**src/rtl/pipe_hazard_ctrl_if.sv**
```systemverilog
// Hazard-control bundle between the pipeline registers and pipe_hazard_ctrl.
// master drives the ID/EX hazard information; slave (the controller) drives enables/flushes.
interface pipe_hazard_ctrl_if #(
   parameter int REG_ADDR_W = 5,
   parameter int CNT_W      = 16
);
   logic [REG_ADDR_W-1:0] id_rs;
   logic [REG_ADDR_W-1:0] id_rt;
   logic                  id_uses_rt;
   logic                  id_is_mul;
   logic                  id_ex_memread;
   logic [REG_ADDR_W-1:0] id_ex_rt;
   logic                  ex_branch_taken;
   logic                  mem_busy;
   logic                  pc_en;
   logic                  if_id_en;
   logic                  if_id_flush;
   logic                  id_ex_en;
   logic                  id_ex_bubble;
   logic                  ex_mem_en;
   logic                  ex_mem_bubble;
   logic                  mul_busy;
   logic [CNT_W-1:0]      stall_cycles;

   modport master (
      output id_rs, id_rt, id_uses_rt, id_is_mul, id_ex_memread, id_ex_rt,
             ex_branch_taken, mem_busy,
      input  pc_en, if_id_en, if_id_flush, id_ex_en, id_ex_bubble, ex_mem_en,
             ex_mem_bubble, mul_busy, stall_cycles
   );

   modport slave (
      input  id_rs, id_rt, id_uses_rt, id_is_mul, id_ex_memread, id_ex_rt,
             ex_branch_taken, mem_busy,
      output pc_en, if_id_en, if_id_flush, id_ex_en, id_ex_bubble, ex_mem_en,
             ex_mem_bubble, mul_busy, stall_cycles
   );
endinterface

```
**src/rtl/pipe_hazard_ctrl.sv**
```systemverilog
// Stall/flush sequencer for the 5-stage pipeline: load-use, taken branch, MUL occupancy, mem wait.
// Optional stall-cycle counter is built only when STALL_PERF_CNT_EN is defined.
//
// state      | meaning
// S_RST      | in reset, pipe held with all stages cleared
// S_RUN      | normal issue, hazards resolved by priority
// S_MUL_WAIT | multiply occupying EX, front end frozen
module pipe_hazard_ctrl #(
   parameter int REG_ADDR_W = 5,
   parameter int MUL_CYCLES = 4,
   parameter int CNT_W      = 16
) (
   input logic               clk,
   input logic               reset,
   pipe_hazard_ctrl_if.slave bus
);
   localparam int MC_W = $clog2(MUL_CYCLES) + 1;
   localparam logic [MC_W-1:0] MUL_LOAD = MC_W'((MUL_CYCLES > 1) ? MUL_CYCLES - 2 : 0);

   typedef enum logic [1:0] {S_RST, S_RUN, S_MUL_WAIT} state_t;

   state_t          r_state;
   state_t          w_next;
   logic [MC_W-1:0] r_mul_cnt;
   logic            w_load_use;
   logic            w_mul_start;
   logic            w_pc_en;
   logic            w_if_id_en;
   logic            w_if_id_flush;
   logic            w_id_ex_en;
   logic            w_id_ex_bubble;
   logic            w_ex_mem_en;
   logic            w_ex_mem_bubble;
   logic            w_mul_busy;

   assign w_load_use = bus.id_ex_memread && (bus.id_ex_rt != '0) &&
                       ((bus.id_ex_rt == bus.id_rs) ||
                        (bus.id_uses_rt && (bus.id_ex_rt == bus.id_rt)));

   // A MUL only starts once nothing of higher priority claims the cycle.
   assign w_mul_start = (MUL_CYCLES > 1) && bus.id_is_mul && !bus.mem_busy &&
                        !bus.ex_branch_taken && !w_load_use;

   always_ff @(posedge clk or posedge reset) begin
      if (reset) r_state <= S_RST;
      else       r_state <= w_next;
   end

   always_ff @(posedge clk or posedge reset) begin
      if (reset) begin
         r_mul_cnt <= '0;
      end else if (r_state == S_RUN && w_mul_start) begin
         r_mul_cnt <= MUL_LOAD;
      end else if (r_state == S_MUL_WAIT && !bus.mem_busy && r_mul_cnt != '0) begin
         r_mul_cnt <= r_mul_cnt - MC_W'(1);
      end
   end

   always_comb begin
      w_next = r_state;
      case (r_state)
         S_RST:      w_next = S_RUN;
         S_RUN:      if (w_mul_start) w_next = S_MUL_WAIT;
         S_MUL_WAIT: if (!bus.mem_busy && r_mul_cnt == '0) w_next = S_RUN;
         default:    w_next = S_RST;
      endcase
   end

   always_comb begin
      w_pc_en         = 1'b1;
      w_if_id_en      = 1'b1;
      w_if_id_flush   = 1'b0;
      w_id_ex_en      = 1'b1;
      w_id_ex_bubble  = 1'b0;
      w_ex_mem_en     = 1'b1;
      w_ex_mem_bubble = 1'b0;
      w_mul_busy      = 1'b0;
      case (r_state)
         S_RUN: begin
            if (bus.mem_busy) begin
               w_pc_en     = 1'b0;
               w_if_id_en  = 1'b0;
               w_id_ex_en  = 1'b0;
               w_ex_mem_en = 1'b0;
            end else if (bus.ex_branch_taken) begin
               w_if_id_flush  = 1'b1;
               w_id_ex_bubble = 1'b1;
            end else if (w_load_use) begin
               w_pc_en        = 1'b0;
               w_if_id_en     = 1'b0;
               w_id_ex_bubble = 1'b1;
            end
         end
         S_MUL_WAIT: begin
            w_pc_en         = 1'b0;
            w_if_id_en      = 1'b0;
            w_id_ex_en      = 1'b0;
            w_ex_mem_en     = !bus.mem_busy;
            w_ex_mem_bubble = !bus.mem_busy;
            w_mul_busy      = 1'b1;
         end
         default: begin
            w_pc_en         = 1'b0;
            w_if_id_en      = 1'b0;
            w_id_ex_en      = 1'b0;
            w_ex_mem_en     = 1'b0;
            w_if_id_flush   = 1'b1;
            w_id_ex_bubble  = 1'b1;
            w_ex_mem_bubble = 1'b1;
         end
      endcase
   end

   assign bus.pc_en         = w_pc_en;
   assign bus.if_id_en      = w_if_id_en;
   assign bus.if_id_flush   = w_if_id_flush;
   assign bus.id_ex_en      = w_id_ex_en;
   assign bus.id_ex_bubble  = w_id_ex_bubble;
   assign bus.ex_mem_en     = w_ex_mem_en;
   assign bus.ex_mem_bubble = w_ex_mem_bubble;
   assign bus.mul_busy      = w_mul_busy;

`ifdef STALL_PERF_CNT_EN
   logic [CNT_W-1:0] r_stall_cnt;

   // Saturating: a long stall must not wrap back to a small count.
   always_ff @(posedge clk or posedge reset) begin
      if (reset) begin
         r_stall_cnt <= '0;
      end else if (r_state != S_RST && !w_pc_en && r_stall_cnt != {CNT_W{1'b1}}) begin
         r_stall_cnt <= r_stall_cnt + CNT_W'(1);
      end
   end

   assign bus.stall_cycles = r_stall_cnt;
`else
   assign bus.stall_cycles = '0;
`endif
endmodule

```
**src/flat_wrapper.sv**
```systemverilog
// flat-port wrapper written by rule: the top's interface ports become plain ports
module pipe_hazard_ctrl_flat 
#(
   parameter int REG_ADDR_W = 5,
   parameter int MUL_CYCLES = 4,
   parameter int CNT_W      = 16
)
  (clk, reset, bus_id_rs, bus_id_rt, bus_id_uses_rt, bus_id_is_mul, bus_id_ex_memread, bus_id_ex_rt, bus_ex_branch_taken, bus_mem_busy, bus_pc_en, bus_if_id_en, bus_if_id_flush, bus_id_ex_en, bus_id_ex_bubble, bus_ex_mem_en, bus_ex_mem_bubble, bus_mul_busy, bus_stall_cycles);
  pipe_hazard_ctrl_if #(.REG_ADDR_W(REG_ADDR_W), .CNT_W(CNT_W)) bus_i ();
  input logic clk;
  input logic reset;
  input wire logic [$bits(bus_i.id_rs)-1:0] bus_id_rs;
  input wire logic [$bits(bus_i.id_rt)-1:0] bus_id_rt;
  input wire logic [$bits(bus_i.id_uses_rt)-1:0] bus_id_uses_rt;
  input wire logic [$bits(bus_i.id_is_mul)-1:0] bus_id_is_mul;
  input wire logic [$bits(bus_i.id_ex_memread)-1:0] bus_id_ex_memread;
  input wire logic [$bits(bus_i.id_ex_rt)-1:0] bus_id_ex_rt;
  input wire logic [$bits(bus_i.ex_branch_taken)-1:0] bus_ex_branch_taken;
  input wire logic [$bits(bus_i.mem_busy)-1:0] bus_mem_busy;
  output wire logic [$bits(bus_i.pc_en)-1:0] bus_pc_en;
  output wire logic [$bits(bus_i.if_id_en)-1:0] bus_if_id_en;
  output wire logic [$bits(bus_i.if_id_flush)-1:0] bus_if_id_flush;
  output wire logic [$bits(bus_i.id_ex_en)-1:0] bus_id_ex_en;
  output wire logic [$bits(bus_i.id_ex_bubble)-1:0] bus_id_ex_bubble;
  output wire logic [$bits(bus_i.ex_mem_en)-1:0] bus_ex_mem_en;
  output wire logic [$bits(bus_i.ex_mem_bubble)-1:0] bus_ex_mem_bubble;
  output wire logic [$bits(bus_i.mul_busy)-1:0] bus_mul_busy;
  output wire logic [$bits(bus_i.stall_cycles)-1:0] bus_stall_cycles;
  assign bus_i.id_rs = bus_id_rs;
  assign bus_i.id_rt = bus_id_rt;
  assign bus_i.id_uses_rt = bus_id_uses_rt;
  assign bus_i.id_is_mul = bus_id_is_mul;
  assign bus_i.id_ex_memread = bus_id_ex_memread;
  assign bus_i.id_ex_rt = bus_id_ex_rt;
  assign bus_i.ex_branch_taken = bus_ex_branch_taken;
  assign bus_i.mem_busy = bus_mem_busy;
  assign bus_pc_en = bus_i.pc_en;
  assign bus_if_id_en = bus_i.if_id_en;
  assign bus_if_id_flush = bus_i.if_id_flush;
  assign bus_id_ex_en = bus_i.id_ex_en;
  assign bus_id_ex_bubble = bus_i.id_ex_bubble;
  assign bus_ex_mem_en = bus_i.ex_mem_en;
  assign bus_ex_mem_bubble = bus_i.ex_mem_bubble;
  assign bus_mul_busy = bus_i.mul_busy;
  assign bus_stall_cycles = bus_i.stall_cycles;
  pipe_hazard_ctrl #(.REG_ADDR_W(REG_ADDR_W), .MUL_CYCLES(MUL_CYCLES), .CNT_W(CNT_W)) u_core (.clk(clk), .reset(reset), .bus(bus_i));
endmodule
```
**config.mk**
```make
export PLATFORM = sky130hd
export DESIGN_NAME = pipe_hazard_ctrl_flat
export DESIGN_NICKNAME = d
export VERILOG_FILES = /design/src/rtl/pipe_hazard_ctrl_if.sv /design/src/rtl/pipe_hazard_ctrl.sv /design/src/flat_wrapper.sv
export SDC_FILE = /design/constraint.sdc
export NUM_CORES = 1
export LEC_CHECK = 0
export CORE_AREA = 3 3 57 43
export DETAILED_ROUTE_END_ITERATION = 6
export DIE_AREA = 0 0 60 46
export MAX_ROUTING_LAYER = met4
export PLACE_DENSITY = 0.77
export SLEW_MARGIN = 40
export SYNTH_ARGS = -nofsm -noshare
export SYNTH_HDL_FRONTEND = slang
export SYNTH_SLANG_ARGS = --single-unit
```
**constraint.sdc**
```tcl
create_clock -name clk -period 6.1 [get_ports clk]
set_input_delay 1.83 -clock clk [delete_from_list [all_inputs] [get_ports clk]]
set_output_delay 1.83 -clock clk [all_outputs]
set_load 0.01 [all_outputs]
```
==> tab_implementation.tex <==
\begin{tabular}{lr}
\hline
Metric & Value \\
\hline
\multicolumn{2}{l}{\textbf{Placed design}} \\
Count of port buffers added during placement & 29 \\
Gpl congestion & 0.837 \\
Final HPWL from detailed placement & 1.35 mm \\
\multicolumn{2}{l}{\textbf{Logic synthesis}} \\
Combined area of all synthesized cells & 747 um2 \\
Number of instances in the synthesized netlist & 90 \\
Register area share after synthesis & 16.8\% \\
Largest area contributor in the netlist & buf\_4 \\
Number of flops mapped to enable cells by yosys & 0 \\
Syn. warnings & 0 \\
Most area-consuming cells after synthesis & buf\_4 17\%, dfrtp\_1 17\%, ha\_1 12\%, xor2\_1 12\%, nor2\_1 4.0\% \\
Top cell type's share of synthesized area & 17.1\% \\
Dominant register cell in the synthesized netlist & dfrtp\_1 \\
Mean area per synthesized cell & 8.30 um2 \\
Yosys cell types & 32 \\
Seq cells post-synth & 5 \\
Async set-reset flop share out of synthesis & 100\% \\
\multicolumn{2}{l}{\textbf{Floorplanning}} \\
IO Pins & 46 \\
Die footprint & 2760 um2 \\
Horizontal die dimension & 60 um \\
Starting Density & 39.6\% \\
Area of the core & 1890 um2 \\
Die Span Y & 46 um \\
Floorplan row count & 13 \\
\multicolumn{2}{l}{\textbf{STA}} \\
Final worst path period need & 5.85 ns \\
Final count of hold timing violations & 0 \\
Setup repair after global routing missed its margin & no \\
Setup tns final & 0 ns \\
Highest achievable clock rate & 171 MHz \\
Worst Tran Pin Value & 0.705 ns \\
Final period utilization & 95.8\% \\
Clock Skew & 0.0120 ns \\
Max-Slew Margin vs Limit & 52.9\% \\
Setup-failing EPs final & 0 \\
Final count of pins violating max slew & 0 \\
\multicolumn{2}{l}{\textbf{Min path}} \\
Worst min-delay path category & flop to flop \\
\multicolumn{2}{l}{\textbf{Pwr}} \\
Static leakage & 0.000449 uW \\
Largest vdd supply drop & 0.000209 V \\
Power after layout & 340 uW \\
Pwr/cell area & 338 nW/um2 \\
\multicolumn{2}{l}{\textbf{GRT}} \\
Total gr overflow & 0 \\
Antenna violations before repair & 0 \\
Fraction of met1 tracks used by global routing & 14.2\% \\
Busiest metal layer after global routing & met2 \\
Vias in the first global route & 613 \\
Maximum number of pins on one net before global-route repair & 11 \\
Overall fraction of global-route tracks in use & 12.8\% \\
GR Util met3 & 2.83\% \\
Met2 demand-to-capacity share in global routing & 22.8\% \\
First-pass GRT wire length & 2.53 mm \\
\multicolumn{2}{l}{\textbf{CTS}} \\
Number of buffers inserted by post-CTS setup repair & 0 \\
TritonCTS sink count & 5 \\
H-tree lvl count & 1 \\
Number of buffers created by CTS & 3 \\
TritonCTS clock tree & done \\
Number of buffers added to fix hold violations after cts & 0 \\
Clock slew at reported path FFs & 0.04 ns \\
Clk\_lat worst skew & 0.24 ns \\
Longest Clk Path Bufs & 2 \\
Post-cts repair resize count & 0 \\
Root buffer selected by CTS & clkbuf\_4 \\
\multicolumn{2}{l}{\textbf{Status}} \\
Result of the run & complete, no violations \\
\multicolumn{2}{l}{\textbf{Layout}} \\
Fraction of layout instances using a drive strength above 1 & 5.04\% \\
Area growth, synth to finish & 34.5\% \\
Total number of nets in the final design & 149 \\
Most common cell after layout, fill and taps aside & clkdlybuf4s50\_1 \\
Total inserted antenna cells & 0 \\
Most used cells in the layout excluding fill and tap cells & 29 x clkdlybuf4s50\_1, 16 x conb\_1, 10 x xor2\_1 \\
\multicolumn{2}{l}{\textbf{Critical path}} \\
Biggest fanout along the worst timing path & 6 \\
Cell with the most instances on the worst path & clkdlybuf4s50\_1 \\
Highest-delay cell along the critical path & or4\_1 \\
Critical path endpoint category & output port \\
CP Data Arrival Time & 4.02 ns \\
Cell family contributing the most delay on the critical path & buffers and inverters \\
Crit path buf inv count & 2 \\
Slowest cell delay on critical path & 0.53 ns \\
Sort of element at the start of the critical path & primary input \\
Required time of the critical path & 4.27 ns \\
Cell breakdown of the critical path & clkdlybuf4s50\_1 > or4\_1 > o21ai\_1 > or2\_1 > o21a\_1 > clkdlybuf4s50\_1 \\
Category of the critical setup timing path & primary input to output port \\
\multicolumn{2}{l}{\textbf{Routing}} \\
ANT nets after route & 0 \\
Iteration-0 DRC count of the detailed router & 11 \\
Number of vias per cell after detailed routing & 4.46 \\
Routed via count & 629 \\
Drt first pass iters & 4 \\
DRC Markers & 0 \\
Wire per inst & 11.3 um \\
DRT Wirelength & 1.60 mm \\
\multicolumn{2}{l}{\textbf{Run}} \\
Max-Cap Viols & 0 \\
\hline
\end{tabular}
[worst paths after layout]
| check | depth (start not counted) | startpoint | to | slack [ns] |
|---|---|---|---|---|
| max | 6 | bus_id_ex_rt[0] | bus_pc_en | 0.25 |
| min | 2 | u_core.r_mul_cnt[2] | u_core.r_mul_cnt[2] | 0.59 |
| max reg2reg | 6 | u_core.r_state[0] | u_core.r_state[1] | 4.34 |
| min reg2reg | 2 | u_core.r_mul_cnt[2] | u_core.r_mul_cnt[2] | 0.59 |
| max in group asynchronous | 2 | reset | u_core.r_mul_cnt[2] | 4.12 |
| min in group asynchronous | 2 | reset | u_core.r_mul_cnt[0] | 1.79 |
[tightest hold or removal path: cells and delay by family, from the launching register on]
family | cells | cell delay [ns]
DFF | 1 | 0.34
AOI/OAI and AO/OA | 1 | 0.13
xor gates and xnor gates | 1 | 0.08
[area by class of cell]
class                           count  area [um2]
Clock buffer                        4        26.3
Fill cell                         181         882
Inverter                            5        18.8
Multi-Input combinational cell     76         517
Sequential cell                     5         125
Tap cell                           22        27.5
Timing Repair Buffer               29         290
[cell families (layout without fill, tap and decap cells)]
family	Yosys count	count (layout)	share of synthesized area (%)
buf+inv	24	38	21.6
mux	1	1	1.34
other cells	1	16	0.502
compound gates	17	17	17.3
xor+xnor	12	12	14.1
fa+ha+maj	7	7	11.7
simple gates	23	23	16.8
flops	5	5	16.8
[cell usage after synthesis (2+ instances only)]
cell type and number:
o211ai_2 2, inv_1 5, nor3b_1 3, a21o_1 2, ha_1 7, xnor2_1 2, xor2_1 10, nor3_1 2
nor2_1 8, dfrtp_1 5, buf_4 17, a31oi_1 2, o21ai_0 2, o21a_1 2, nand2_1 4
[state kept, by name, summed over array words and instances (netlist names)]
| signal | cells |
|---|---|
| u_core.r_mul_cnt | 3 |
| u_core.r_state | 2 |
[through the flow]
step | utilization (%) | setup slack, ns | cells | area, um2 | hold slack (ns)
after floorplan | - | 1.16 | 105 | 803 | 0.522
after global placement | 51.9 | 0.281 | 137 | 978 | 0.562
after detailed placement | 51.9 | 0.245 | 137 | 978 | 0.553
after CTS | 53.2 | 0.249 | 141 | 1000 | 0.588
after global routing | 53.2 | 0.135 | 141 | 1000 | 0.609
final | 53.2 | 0.255 | 141 | 1000 | 0.591
[power by group]
part	leakage, uW	switching (uW)	internal (uW)
clock network	0.0000150	13.8	24.7
registers	0.0000607	16.5	49.8
logic	0.000374	115	120
[routing by layer]
layer / wire length [um] / part of all wire (%) / up-vias
met5: 0 / 0 / -
met1: 699 / 44 / 267
met3: 143 / 8.9 / 0
li1: - / - / 330
met4: 0 / 0 / 0
met2: 757 / 47 / 32
No activity file was read; power rests on OpenSTA's default activity.
